==> src/rtl/uart_pkg.sv <==
// Shared UART definitions: the receiver state encoding and the 12 MHz / 9600 baud link constants.
package uart_pkg;

  localparam int UART_CLK_HZ       = 12_000_000;
  localparam int UART_BAUD         = 9600;
  localparam int UART_CLKS_PER_BIT = UART_CLK_HZ / UART_BAUD;

  typedef enum logic [2:0] {
    IDLE      = 3'd0,
    START     = 3'd1,
    DATA      = 3'd2,
    STOP      = 3'd3,
    WAIT_IDLE = 3'd4
  } uart_rx_state_t;

endpackage

==> src/rtl/uart_sync2.sv <==
// Two-flop synchroniser for an asynchronous input pin; both flops reset to RST_VAL.
module uart_sync2 #(
  parameter logic RST_VAL = 1'b1
) (
  input  logic i_clk,
  input  logic i_rst,
  input  logic i_d,
  output logic o_q
);

  logic meta_r;

  // Two-stage capture of the asynchronous pin.
  always_ff @(posedge i_clk or posedge i_rst) begin
    if (i_rst) begin
      meta_r <= RST_VAL;
      o_q    <= RST_VAL;
    end else begin
      meta_r <= i_d;
      o_q    <= meta_r;
    end
  end

endmodule

==> src/rtl/uart_rx.sv <==
// 8N1 UART receiver: start-bit qualification at half a bit, mid-bit data sampling,
// one-cycle valid / frame-error pulses on completion of each frame.
module uart_rx
  import uart_pkg::*;
#(
  parameter int CLKS_PER_BIT = UART_CLKS_PER_BIT
) (
  input  logic       i_clk,
  input  logic       i_rst,
  input  logic       i_rx,
  output logic [7:0] o_data,
  output logic       o_valid,
  output logic       o_frame_err,
  output logic       o_busy
);

  localparam int HALF = CLKS_PER_BIT / 2;
  localparam int CW   = $clog2(CLKS_PER_BIT);
  localparam logic [CW-1:0] HALF_M1 = CW'(HALF - 1);
  localparam logic [CW-1:0] FULL_M1 = CW'(CLKS_PER_BIT - 1);
  localparam logic [CW-1:0] CNT_ONE = CW'(1);

  uart_rx_state_t state_r;
  logic [CW-1:0]  cnt_r;
  logic [2:0]     bit_idx_r;
  logic [7:0]     shift_r;
  logic           rx_s;

  // Idle level is 1, so a reset never fabricates a falling edge.
  uart_sync2 #(
    .RST_VAL(1'b1)
  ) u_sync (
    .i_clk (i_clk),
    .i_rst (i_rst),
    .i_d   (i_rx),
    .o_q   (rx_s)
  );

  // Receive FSM with bit-period counter, shift register and registered outputs.
  always_ff @(posedge i_clk or posedge i_rst) begin
    if (i_rst) begin
      state_r     <= IDLE;
      cnt_r       <= '0;
      bit_idx_r   <= 3'd0;
      shift_r     <= 8'h00;
      o_data      <= 8'h00;
      o_valid     <= 1'b0;
      o_frame_err <= 1'b0;
      o_busy      <= 1'b0;
    end else begin
      o_valid     <= 1'b0;
      o_frame_err <= 1'b0;
      case (state_r)
        IDLE: begin
          if (!rx_s) begin
            state_r <= START;
            cnt_r   <= '0;
            o_busy  <= 1'b1;
          end
        end
        START: begin
          if (cnt_r == HALF_M1) begin
            cnt_r <= '0;
            if (!rx_s) begin
              state_r   <= DATA;
              bit_idx_r <= 3'd0;
            end else begin
              // Line came back high before mid start bit: treat as a glitch.
              state_r <= IDLE;
              o_busy  <= 1'b0;
            end
          end else begin
            cnt_r <= cnt_r + CNT_ONE;
          end
        end
        DATA: begin
          if (cnt_r == FULL_M1) begin
            cnt_r     <= '0;
            shift_r   <= {rx_s, shift_r[7:1]};
            bit_idx_r <= bit_idx_r + 3'd1;
            if (bit_idx_r == 3'd7) begin
              state_r <= STOP;
            end
          end else begin
            cnt_r <= cnt_r + CNT_ONE;
          end
        end
        STOP: begin
          if (cnt_r == FULL_M1) begin
            cnt_r <= '0;
            if (rx_s) begin
              o_data  <= shift_r;
              o_valid <= 1'b1;
              state_r <= IDLE;
              o_busy  <= 1'b0;
            end else begin
              // Stay out of IDLE until the line recovers so a break reports once.
              o_frame_err <= 1'b1;
              state_r     <= WAIT_IDLE;
            end
          end else begin
            cnt_r <= cnt_r + CNT_ONE;
          end
        end
        WAIT_IDLE: begin
          if (rx_s) begin
            state_r <= IDLE;
            o_busy  <= 1'b0;
          end
        end
        default: begin
          state_r <= IDLE;
          cnt_r   <= '0;
          o_busy  <= 1'b0;
        end
      endcase
    end
  end

endmodule

==> config.mk <==
export PLATFORM = sky130hd
export DESIGN_NAME = uart_rx
export DESIGN_NICKNAME = d
export VERILOG_FILES = /design/src/rtl/uart_pkg.sv /design/src/rtl/uart_sync2.sv /design/src/rtl/uart_rx.sv
export SDC_FILE = /design/constraint.sdc
export NUM_CORES = 1
export LEC_CHECK = 0
export CAP_MARGIN = 40
export CORE_MARGIN = 2
export CORE_UTILIZATION = 40
export CTS_BUF_LIST = sky130_fd_sc_hd__clkbuf_2 sky130_fd_sc_hd__clkbuf_4 sky130_fd_sc_hd__clkbuf_8
export DETAILED_ROUTE_END_ITERATION = 12
export PLACE_DENSITY = 0.69
export REMOVE_ABC_BUFFERS = 1
export SLEW_MARGIN = 20
export SYNTH_ARGS = -nofsm -noshare
export SYNTH_HDL_FRONTEND = slang
export SYNTH_SLANG_ARGS = --single-unit
==> constraint.sdc <==
create_clock -name i_clk -period 1.9 [get_ports i_clk]
set_input_delay 0.285 -clock i_clk [delete_from_list [all_inputs] [get_ports i_clk]]
set_output_delay 0.285 -clock i_clk [all_outputs]
set_load 0.1 [all_outputs]
==> results of run 1 <==
==> what timing repair did <==
item / 4_1_cts / 5_1_grt
gates resized for setup: 0 / 2
buffers inserted: 0 / 2
setup endpoints to repair: 0 / 19
==> logic make-up after synthesis <==
| group | Yosys count | synth area share [%] |
|---|---|---|
| AOI/OAI and AO/OA | 34 | 13.17 |
| and+or+nand+nor | 58 | 18.36 |
| adders and majority gates | 6 | 3.671 |
| DFF | 38 | 48.23 |
| buffers and inverters | 22 | 5.126 |
| xor gates and xnor gates | 3 | 1.329 |
| muxes | 18 | 10.13 |
==> where the power goes <==
| part | leakage [nW] | internal (mW) | switching, mW | total [mW] |
|---|---|---|---|---|
| Sequential | 0.504 | 0.812 | 0.00294 | 0.815 |
| Combinational | 0.539 | 0.00599 | 0.0182 | 0.0242 |
| Clock | 0.0472 | 0.292 | 0.303 | 0.595 |
| Total | 1.09 | 1.11 | 0.324 | 1.43 |
==> metrics by stage <==
step	setup slack [ns]	TNS, ns	power (mW)	hold WS (ns)	instance area [um2]
5_1_grt	-0.03604	-0.2149	1.479	0.3614	2351
6_report	0.07461	0	1.434	0.3610	2351
3_5_place_dp	0.03011	0	0.8560	0.3469	2240
2_1_floorplan	0.1259	0	0.8442	0.2895	1928
3_3_place_gp	0.05490	0	0.8557	0.3455	2240
4_1_cts	0.02247	0	1.446	0.3577	2335
==> critical path, cell delays in order, from the launching register on <==
cell	delay, ns
dfrtp_1	0.41
inv_2	0.08
ha_1	0.14
and4bb_4	0.25
nand4_1	0.19
nor2_4	0.28
mux2_2	0.36
==> state kept, by name, indices dropped and copies added, names as in the netlist <==
name and cells:
o_busy 1, cnt_r 11, u_sync.o_q 1, state_r 3
o_frame_err 1, u_sync.meta_r 1, shift_r 8, o_valid 1
bit_idx_r 3, o_data 8
==> cell usage in the layout (no fill, tap or decap), types with 6 or more instances in the layout <==
| cell | instances |
|---|---|
| buf_4 | 27 |
| clkbuf_8 | 6 |
| dfrtp_1 | 36 |
| inv_1 | 13 |
| mux2_2 | 16 |
| nand2_1 | 17 |
| o21ai_0 | 7 |
==> routing by layer <==
layer | up-vias | global-route usage, % | wire length, um
met5 | - | 0 | 0
met4 | 0 | 7.143 | 74
met3 | 8 | 2.439 | 162
met2 | 41 | 24.21 | 1832
met1 | 706 | 21.40 | 1817
li1 | 706 | - | -
==> path summary, 6_finish.rpt <==
kind | startpoint | end | slack (ns) | cells after the start
worst min register to register | u_sync.meta_r | u_sync.o_q | 0.36 | 0
min in group asynchronous | i_rst | cnt_r[1] | 0.41 | 3
worst min-delay path | u_sync.meta_r | u_sync.o_q | 0.36 | 0
worst max register to register | cnt_r[1] | shift_r[0] | 0.07 | 6
max in group asynchronous | i_rst | u_sync.o_q | 1.14 | 3
worst max-delay path | cnt_r[1] | shift_r[0] | 0.07 | 6
==> final cells by class <==
cell class	instances	area, um2
clock buffer	6	82.58
clock inverter	2	12.51
fill	443	2404
inverter	14	52.55
multi-input combinational	119	923.4
sequential	38	953.4
tap	67	83.83
timing repair buffer	30	242.7
==> flow_summary.ini, run 1 <==
[status]
status = finished clean

[floorplanning]
rows = 25
core-area_mm2 = 0.004755
die_width_um = 74.30
pin_count = 14
die_h_um = 74.30
die_area_mm2 = 0.005520
start_util_pct = 41.58

[pwr]
vdd_drop_max_uv = 332.0
leakage_nw = 1.090
p_per_area_mw_per_mm2 = 610.0

[grt]
grtUsageTotal_pct = 15.52
gr-total-overflow = 0
antenna_found_initial = 0
grt_start_max_net_pins = 39
grt_pass1_vias = 1336
grt_pass1_wl_um = 6423

[detailed_routing]
firstDrtPassIters = 4
viasPerCell = 5.293
wl_per_cell_um = 14.08
vias = 1461
ant_nets = 0
drc = 0
drtIter0Drc = 78
routed_wl_um = 3887

[logic_synthesis]
synth_top_area_share_pct = 45.57
synth_edf_count = 0
ys_top_cells_by_count = 36 x dfrtp_1, 17 x nand2_1, 16 x mux2_2, 14 x inv_1, 7 x o21ai_0
synth.most_common_cell = dfrtp_1
synth_flop_cell = dfrtp_1
synth-seq-cells = 38
synthTopCellsByArea = dfrtp_1 46%, mux2_2 9.1%, nand2_1 3.2%, ha_1 3.2%, dfstp_2 2.7%
syn_area_mm2 = 0.001977
synth_async_sr_flop_share_pct = 100.0
netlist_instances = 179
synth_cell_types = 53
yosysTopAreaCell = dfrtp_1
postSynthAreaPerCell_um2 = 11.04
yosysSeqAreaShare_pct = 48.23
yosysWarnings = 0

[timing]
max_clock_freq_mhz = 547.8
min_period_ns = 1.825
skew_ns = 0.006921
fin_crit_sh_pct = 96.07
slew_viol_final = 0
rsz0062_at_grt = yes
setup_viol = 0
tightest_slew_ns = 0.4934
hold_viol = 0
relSlewSlack_pct = 67.11

[critical_path]
critical_path_required_ns = 2.08
crit_fanout = 8
criticalPathCategory = reg -> reg
cp.arrival_ns = 2.00
critical_path.startpoint_type = flip-flop
critPathCaptureType = flip-flop

[finish]
nNetsFinal = 216
layout.cells.non_filler = 276
syn2layout_area_growth_pct = 18.92
diodes = 0
drive_gt1_share_pct = 31.58
post-route-util_pct = 49.45

[place]
io_buffers = 13
gp_congestion = 0.7835
dp_hpwl_um = 2713
numPlacedInstances = 266

[clock_network]
clk_pin_slew_ns = 0.08
root_buffer = clkbuf_8
cts_made_buffers = 5
h-tree-depth = 2
clk_latency_ns = 0.29
clock_sinks = 38
cts_tree = yes
clockBufferDepth = 2
holdBufCountCts = 0

[hold_path]
hold_path.class = reg -> reg

[run]
drv_cap = 0
Note: power is estimated with default switching activity, not from simulation.
==> run 2, diff against run 1 <==
SKIP_LAST_GASP = 1   (was default)
clock period = 2.3 ns   (was 1.9 ns; I/O delays follow)
==> flow_summary.ini, run 2 (synthesis gave the netlist of run 1 again) <==
[timing]
tightest_slew_ns = 0.5243
setup_slack_ns = 0.3248
setup_viol = 0
rsz0062_at_grt = no
fin_crit_sh_pct = 85.88
skew_ns = 0.005699
min_period_ns = 1.975
max_clock_freq_mhz = 506.3
hold_viol = 0
slew_viol_final = 0
fin_setup_tns_ns = 0
relSlewSlack_pct = 65.05

[clock_network]
clk_pin_slew_ns = 0.07
h-tree-depth = 2
postCtsSetupRepairBufs = 0
clockBufferDepth = 2
clock_sinks = 38
cts_resized = 0
cts_made_buffers = 5
clk_latency_ns = 0.30
root_buffer = clkbuf_8
holdBufCountCts = 0
cts_tree = yes

[hold_path]
hold_path.class = reg -> reg

[grt]
grt_pass1_wl_um = 6085
antenna_found_initial = 0
grt_pass1_vias = 1319
grtUsageTotal_pct = 14.94
grt_start_max_net_pins = 39
gr-total-overflow = 0

[finish]
syn2layout_area_growth_pct = 14.56
nNetsFinal = 203
mostFrequentLayoutCell = dfrtp_1
largest_reg_flops = 11
drive_gt1_share_pct = 26.02
final_cell_mix = 36 x dfrtp_1, 17 x nand2_1, 16 x mux2_2
reg_top3 = cnt_r x11, o_data x8, shift_r x8
post-route-util_pct = 47.63
diodes = 0
regMostFlops = cnt_r
layout.cells.non_filler = 263
nFillCells = 451

[pwr]
vdd_drop_max_uv = 346.1
leakage_nw = 1.036
total_power_mw = 1.296
p_per_area_mw_per_mm2 = 572.2

[detailed_routing]
vias = 1366
drtIter0Drc = 73
wl_per_cell_um = 13.94
drc = 0
viasPerCell = 5.194
ant_nets = 0
firstDrtPassIters = 4
routed_wl_um = 3665

[floorplanning]
rows = 25
die_area_mm2 = 0.005520
core-area_mm2 = 0.004755
pin_count = 14
die_width_um = 74.30
die_h_um = 74.30
start_util_pct = 41.58

[place]
numPlacedInstances = 255
io_buffers = 13
dp_hpwl_um = 2568
gp_congestion = 0.8074
pre_cts_ws_ns = 0.3233

[critical_path]
r2r-end = cnt_r[3]
critical_path.startpoint_type = flip-flop
critPathCaptureType = flip-flop
r2r_start = cnt_r[2]
critPathLaunch = cnt_r[2]
path_buf_inv = 0
path_cells = or3_4, o311a_1, nor2_8, o211ai_1
critical_path_required_ns = 2.46
r2r_setup_slack_ns = 0.32
crit_family = compound AO/OA/AOI/OAI gates
cp_slowest_cell = o311a_1
criticalPathCategory = reg -> reg
path_depth = 4
critPathCapture = cnt_r[3]
critical-path-max-stage-delay_ns = 0.54
r2r_cells = 4
cp.arrival_ns = 2.14
crit_fanout = 9

[status]
status = finished clean

[run]
drv_cap = 0
-- run 2: worst min path at each step --
stage | cells past startpoint | endpoint | slack (ns) | from
after global placement | 0 | u_sync.o_q | 0.35 | u_sync.meta_r
after CTS | 0 | u_sync.o_q | 0.36 | u_sync.meta_r
after global routing | 0 | u_sync.o_q | 0.36 | u_sync.meta_r
after floorplan | 0 | u_sync.o_q | 0.35 | u_sync.meta_r
after detailed placement | 0 | u_sync.o_q | 0.35 | u_sync.meta_r
final | 0 | u_sync.o_q | 0.36 | u_sync.meta_r
-- run 2: area by class of cell --
cell class,count,area [um2],area share [%]
flip-flops and latches,38,953.4,42.10
well taps,67,83.83,3.702
clock buffers,7,90.09,3.978
repair buffers,17,132.6,5.856
inverters,14,52.55,2.320
multi-input cells,119,922.1,40.72
clock inverters,1,30.03,1.326
-- run 2: metal layers --
layer | track usage [%] | vias to the layer above | routed length [um]
met4 | 5.952 | 0 | 70
met2 | 22.82 | 25 | 1646
met1 | 20.09 | 656 | 1788
met3 | 4.472 | 5 | 161
met5 | 0 | - | 0
li1 | - | 680 | -
-- run 2: metrics by stage --
stage | hold slack [ns] | area, um2
finish | 0.3575 | 2265
global route | 0.3627 | 2265
CTS | 0.3582 | 2265
detailed placement | 0.3478 | 2145
global placement | 0.3468 | 2145
floorplan | 0.3452 | 1928
-- run 2: power breakdown --
group          switching [mW]  total [mW]  internal [mW]
combinational          0.0146      0.0195        0.00495
sequential            0.00221       0.673          0.671
clock                   0.238       0.603          0.365
-- run 2: worst register-to-register path: cells and delay by family, from the launching register on --
family	cells	cell delay [ns]
flops	1	0.48
simple gates	2	0.68
compound gates	2	0.68
==> patch 1, RTL diff (flow settings as in run 2) <==
Add an input register stage for `i_rx`, with the module's reset; this delays it by one clock.
--- a/src/rtl/uart_rx.sv
+++ b/src/rtl/uart_rx.sv
@@ -22,2 +22,12 @@
 
+  logic i_rx_q;
+
+  always_ff @(posedge i_clk or posedge i_rst) begin
+    if (i_rst) begin
+      i_rx_q <= '0;
+    end else begin
+      i_rx_q <= i_rx;
+    end
+  end
+
   uart_rx_state_t state_r;
@@ -34,3 +44,3 @@
     .i_rst (i_rst),
-    .i_d   (i_rx),
+    .i_d   (i_rx_q),
     .o_q   (rx_s)
Behaviour: not the same (a bounded check fails within 4 cycles, from zero or initial values and one cycle with i_rst high).
==> patch 1 against run 2 <==
  * Sequential power rose by 3%
  * Wire length is 1.5% lower
  * Total power fell by 0.30%
  * Setup slack worse by 51 ps
  * Die area fell by 2.8%
  * Hold slack worse by 2.3 ps
  * Combinational power increased by 5%
  * Synthesized area is 3.0% lower
  * Sequential cell count increased by 1
  * Cell area shrank 3.5%
  * Non-clock buffer count shrank 1
  * Core utilization fell by 0.76 points
  * First-iteration DRC count grew 12%
  * Critical endpoint is now o_data[3]$_DFFE_PP0P_
  * Largest cell class unchanged
==> patch 1: results (changes against run 2) <==
| Metric | Value |
|---|---|
| Outcome | `finished, final reports clean (unchanged)` |
| Initial DRC count | `82 (was 73)` |
| IO buf count | `13 (unchanged)` |
| Biggest register | `cnt_r (unchanged)` |
| Clk Latency, worst-skew pair | `290 ps` |
| Unique masters post-synth | `49 (was 53)` |
| Commonest cells in the netlist | `37 x dfrtp_1, 18 x nand2_1, 16 x mux2_2 (was 36 x dfrtp_1, 17 x nand2_1, 16 x mux2_2)` |
| GR Util All Layers | `0.146 (was 0.149)` |
| Fraction of layout cells with a size suffix above 1 | `0.258 (was 0.260)` |
| Seq/Total Area, Yosys | `0.510 (was 0.482)` |
| DP Wirelength | `2450 um (was 2570 um)` |
| Rel. slew slack | `0.676 (was 0.650)` |
| Drt first pass iters | `4 (unchanged)` |
| Post-placement cell area | `2070 um^2 (was 2140 um^2)` |
| Pre-CTS WS | `290 ps (was 323 ps)` |
| Crit path DAT | `2210 ps (was 2140 ps)` |
| Max IR drop VDD | `0.000445 V (was 0.000346 V)` |
| Top flop regs | `cnt_r: 11 flops, o_data: 8 flops, shift_r: 8 flops (unchanged)` |
| Via density | `5.59 (was 5.19)` |
| Hold crit path type | `reg -> reg (unchanged)` |
| Worst path max stage delay | `410 ps (was 540 ps)` |
| Inserted Clock Buffers | `5 (unchanged)` |
| Pin count of the biggest net entering global routing | `40 (was 39)` |
| Routed WL | `3610 um (was 3670 um)` |
| Routability cong. | `0.777 (was 0.807)` |
| Post-CTS sizing | `0 (unchanged)` |
| Fillers | `414 (was 451)` |
| CP Max Fanout | `8 (was 9)` |
| First-pass GRT wire length | `5930 um (was 6090 um)` |
| Post-CTS setup buffers | `0 (unchanged)` |
| Clk_skew | `3.13 ps (was 5.70 ps)` |
| Leak | `1.06 nW (was 1.04 nW)` |
| Antenna Cells | `0 (unchanged)` |
| Switching Fraction | `0.212 (was 0.196)` |
| Clk pin slew, worst setup/hold paths | `80 ps` |
| Clock Tree Root | `clkbuf_8 (unchanged)` |
| Initial antenna violation count | `0 (unchanged)` |
| Max Root-Sink Buffers | `2 (unchanged)` |
| Delay-heaviest family, CP | `simple AND/OR/NAND/NOR gates (was compound AO/OA/AOI/OAI gates)` |
| Slowest CP cell | `dfrtp_1 (was o311a_1)` |
| Async set-or-reset flop fraction in the synthesized netlist | `1.00 (unchanged)` |
| Largest register FFs | `11 (unchanged)` |
| Final nets | `197 (was 203)` |
| Top post-synthesis cells by area | `dfrtp_1 48%, mux2_2 9.4%, nand2_1 3.5%, ha_1 3.3%, dfstp_2 2.7% (was dfrtp_1 46%, mux2_2 9.1%, nand2_1 3.2%, ha_1 3.2%, dfstp_2 2.7%)` |
| # H-tree levels | `2 (unchanged)` |
| Max-cap violation count | `0 (unchanged)` |
| Vias in the first global route | `1256 (was 1319)` |
patch 1: changes by cell type after synthesis, moves of 3 or more:
| cell | change |
|---|---|
| o21ai_1 | -3 |
| inv_1 | -7 |
| o22ai_1 | +4 |
| nand4_1 | -3 |
| nor3_1 | +3 |
patch 1: routing by layer:
layer / routed length [um] / share of wire / up-vias / global-route usage
met3: 130 / 0.036 / 4 / 0.0456
met5: 0 / 0 / - / 0
li1: - / - / 664 / -
met4: 45 / 0.012 / 0 / 0.0576
met1: 1790 / 0.50 / 670 / 0.201
met2: 1640 / 0.46 / 26 / 0.214
patch 1: stage by stage:
| step | total power, mW | std cells | hold slack, ps | util |
|---|---|---|---|---|
| after global placement | 0.727 | 236 | 333 | 0.445 |
| final | 1.29 | 244 | 355 | 0.469 |
| after floorplan | 0.718 | 166 | 333 | - |
| after CTS | 1.31 | 244 | 358 | 0.469 |
| after global routing | 1.34 | 244 | 367 | 0.469 |
| after detailed placement | 0.727 | 236 | 338 | 0.445 |
patch 1: final timing paths:
check	from	end	slack, ps	cells past startpoint
max in group asynchronous	i_rst	u_sync.o_q$_DFF_PP1_	1480	3
setup reg to reg	cnt_r[1]$_DFFE_PP0P_	o_data[3]$_DFFE_PP0P_	270	6
hold / removal	i_rx_q$_DFF_PP0_	u_sync.meta_r$_DFF_PP1_	360	0
setup / recovery	cnt_r[1]$_DFFE_PP0P_	o_data[3]$_DFFE_PP0P_	270	6
min in group asynchronous	i_rst	shift_r[6]$_DFFE_PP0P_	470	3
hold reg to reg	i_rx_q$_DFF_PP0_	u_sync.meta_r$_DFF_PP1_	360	0
patch 1: cell families after synthesis:
kind of cell	share of synthesized area
XOR/XNOR	0.00913
AND/OR/NAND/NOR	0.178
multiplexers	0.107
buffers and inverters	0.0339
adder cells (fa/ha/maj)	0.0326
flip-flops	0.510
AO/OA/AOI/OAI	0.129
patch 1: power groups by stage:
stage | combinational (mW) | sequential (mW) | clock, mW
final | 0.0205 | 0.692 | 0.580
after CTS | 0.0221 | 0.692 | 0.593
after floorplan | 0.0130 | 0.705 | 0
after global placement | 0.0218 | 0.705 | 0
after global routing | 0.0247 | 0.693 | 0.620
after detailed placement | 0.0220 | 0.705 | 0
patch 1: final cells by class:
class | count | share of cell area
Clock buffer | 5 | 0.0315
Clock inverter | 3 | 0.0200
Inverter | 7 | 0.0120
Multi-Input combinational cell | 120 | 0.400
Sequential cell | 39 | 0.448
Tap cell | 54 | 0.0309
Timing Repair Buffer | 16 | 0.0573
patch 1: worst reg2reg max path: stages, from the launching register on:
cell      delay (ps)
dfrtp_1          410
inv_1            100
ha_1             170
and4bb_2         270
nand3_1          160
nor2_2           410
mux2_2           390
==> patch 2, RTL diff (flow settings as in run 2) <==
Without the edit above. Change the package constant `UART_CLK_HZ` from 12_000_000 to 24_000_000.
--- a/src/rtl/uart_pkg.sv
+++ b/src/rtl/uart_pkg.sv
@@ -3,3 +3,3 @@
 
-  localparam int UART_CLK_HZ       = 12_000_000;
+  localparam int UART_CLK_HZ       = 24_000_000;
   localparam int UART_BAUD         = 9600;
Function: no difference found for any inputs over 10 cycles, from zero or initial values and one cycle with i_rst high; that may be too few to reach the edited logic, so the function may still have changed.
==> patch 2 against run 2 <==
  * Synthesized cell count shrank 2.2%
  * Wire length grew 2.9%
  * Hold slack gained 1.5 ps
  * Global-route usage grew 1.2 points
  * First-iteration DRC count grew 63%
  * Non-clock buffer count grew 6
  * Cell area shrank 2.2%
  * Total power shrank 0.95%
  * Setup slack gained 45 ps
  * Sequential cell count grew 1
  * Synthesized area shrank 4.5%
  * Via count grew 2.5%
  * Critical endpoint is now o_busy$_DFFE_PP0P_
  * Largest cell class unchanged
  * Highest routed layer unchanged
==> patch 2: results (changes against run 2) <==
| Metric | Value |
|---|---|
| Slowest CP cell | `dfrtp_1 (was o311a_1)` |
| Unique masters post-synth | `38 (was 53)` |
| Outcome | `finished, final reports clean (unchanged)` |
| Clk_skew | `6.29 ps (was 5.70 ps)` |
| DP Wirelength | `2670 um (was 2570 um)` |
| CP Max Fanout | `5 (was 9)` |
| Post-synthesis mux area share | `0.101 (about the same)` |
| Pin count of the biggest net entering global routing | `40 (was 39)` |
| Adder-cell area share of the yosys netlist | `0.0265 (was 0.0367)` |
| Initial DRC count | `119 (was 73)` |
| DR vias | `1400 (was 1366)` |
| Crit path DAT | `2110 ps (was 2140 ps)` |
| Routability cong. | `0.838 (was 0.807)` |
| Least-Margin Pin Slew | `493 ps (was 524 ps)` |
| Leak | `1.03 nW (was 1.04 nW)` |
| R2R depth | `5 (was 4)` |
| Top post-synthesis cells by area | `dfrtp_1 49%, mux2_2 10%, nand2_1 4.2%, dfstp_2 2.8%, ha_1 2.7% (was dfrtp_1 46%, mux2_2 9.1%, nand2_1 3.2%, ha_1 3.2%, dfstp_2 2.7%)` |
| Post-Synth XOR/XNOR Area | `0.00928 (was 0.0133)` |
| First-pass GRT wire length | `6580 um (was 6090 um)` |
| Seq/Total Area, Yosys | `0.518 (was 0.482)` |
| Vias in the first global route | `1348 (was 1319)` |
| Fraction of layout cells with a size suffix above 1 | `0.271 (was 0.260)` |
| Commonest cells in the netlist | `37 x dfrtp_1, 21 x nand2_1, 17 x mux2_2 (was 36 x dfrtp_1, 17 x nand2_1, 16 x mux2_2)` |
| GR Util All Layers | `0.161 (was 0.149)` |
| DR WL/cell | `15.0 um (was 13.9 um)` |
| Max IR drop VDD | `0.000261 V (was 0.000346 V)` |
| Top flop regs | `cnt_r: 12 flops, o_data: 8 flops, shift_r: 8 flops (was cnt_r: 11 flops, o_data: 8 flops, shift_r: 8 flops)` |
| Post-synthesis compound-gate area fraction | `0.121 (was 0.132)` |
[patch 2: cell types whose count changed in the layout (fill, tap and decap cells not counted), sizes merged, moves of 4 or more]
cell / before / now
o22ai: 1 / 8
buf: 15 / 21
inv: 14 / 8
o21ai: 10 / 5
nand2: 17 / 21
nor3: 4 / 8
[patch 2: per-layer routing]
metal | global-route usage | routed length [um] | vias up | part of all wire
met5 | 0 | 0 | - | 0
met4 | 0.0556 | 57 | 0 | 0.015
met3 | 0.0373 | 128 | 7 | 0.034
met2 | 0.253 | 1840 | 33 | 0.49
met1 | 0.220 | 1750 | 683 | 0.46
li1 | - | - | 677 | -
[patch 2: power by group through the flow]
stage               clock, mW  sequential, mW  combinational (mW)
detailed placement          0           0.705              0.0226
global placement            0           0.705              0.0223
finish                  0.571           0.691              0.0214
floorplan                   0           0.704              0.0134
global route            0.614           0.691              0.0249
CTS                     0.582           0.691              0.0225
[patch 2: layout make-up]
| type | instances | area [um^2] | area share |
|---|---|---|---|
| flip-flops and latches | 39 | 978 | 0.442 |
| multi-input cells | 121 | 852 | 0.385 |
| repair buffers | 23 | 178 | 0.0802 |
| clock buffers | 5 | 68.8 | 0.0311 |
| well taps | 52 | 65.1 | 0.0294 |
| clock inverters | 3 | 43.8 | 0.0198 |
| inverters | 8 | 30.0 | 0.0136 |
[patch 2: through the flow]
stage / total power, mW / hold WS (ps) / setup slack (ps) / std cells
2_1_floorplan: 0.717 / 345 / 154 / 168
3_3_place_gp: 0.727 / 346 / 481 / 243
3_5_place_dp: 0.727 / 349 / 416 / 243
4_1_cts: 1.30 / 360 / 401 / 251
5_1_grt: 1.33 / 362 / 272 / 251
6_report: 1.28 / 359 / 370 / 251
[patch 2: cells by family (layout without fill, tap and decap cells)]
kind of cell / count (synthesis) / count (layout)
DFF: 39 / 39
xor gates and xnor gates: 2 / 2
adders and majority gates: 4 / 4
buffers and inverters: 15 / 39
AOI/OAI and AO/OA: 32 / 32
muxes: 17 / 17
and+or+nand+nor: 66 / 66
[patch 2: path summary, 6_finish.rpt]
check	slack, ps	start	endpoint
min in group asynchronous	470	i_rst	shift_r[4]$_DFFE_PP0P_
worst min-delay path	360	u_sync.meta_r$_DFF_PP1_	u_sync.o_q$_DFF_PP1_
worst max-delay path	370	cnt_r[8]$_DFFE_PP0P_	o_busy$_DFFE_PP0P_
max in group asynchronous	1460	i_rst	u_sync.meta_r$_DFF_PP1_
worst min register to register	360	u_sync.meta_r$_DFF_PP1_	u_sync.o_q$_DFF_PP1_
worst max register to register	370	cnt_r[8]$_DFFE_PP0P_	o_busy$_DFFE_PP0P_
[patch 2: critical path: cells and delay by family, from the launching register on]
kind	cells	cell delay (ps)
AO/OA/AOI/OAI	3	780
buffers and inverters	1	180
flip-flops	1	440
AND/OR/NAND/NOR	1	420
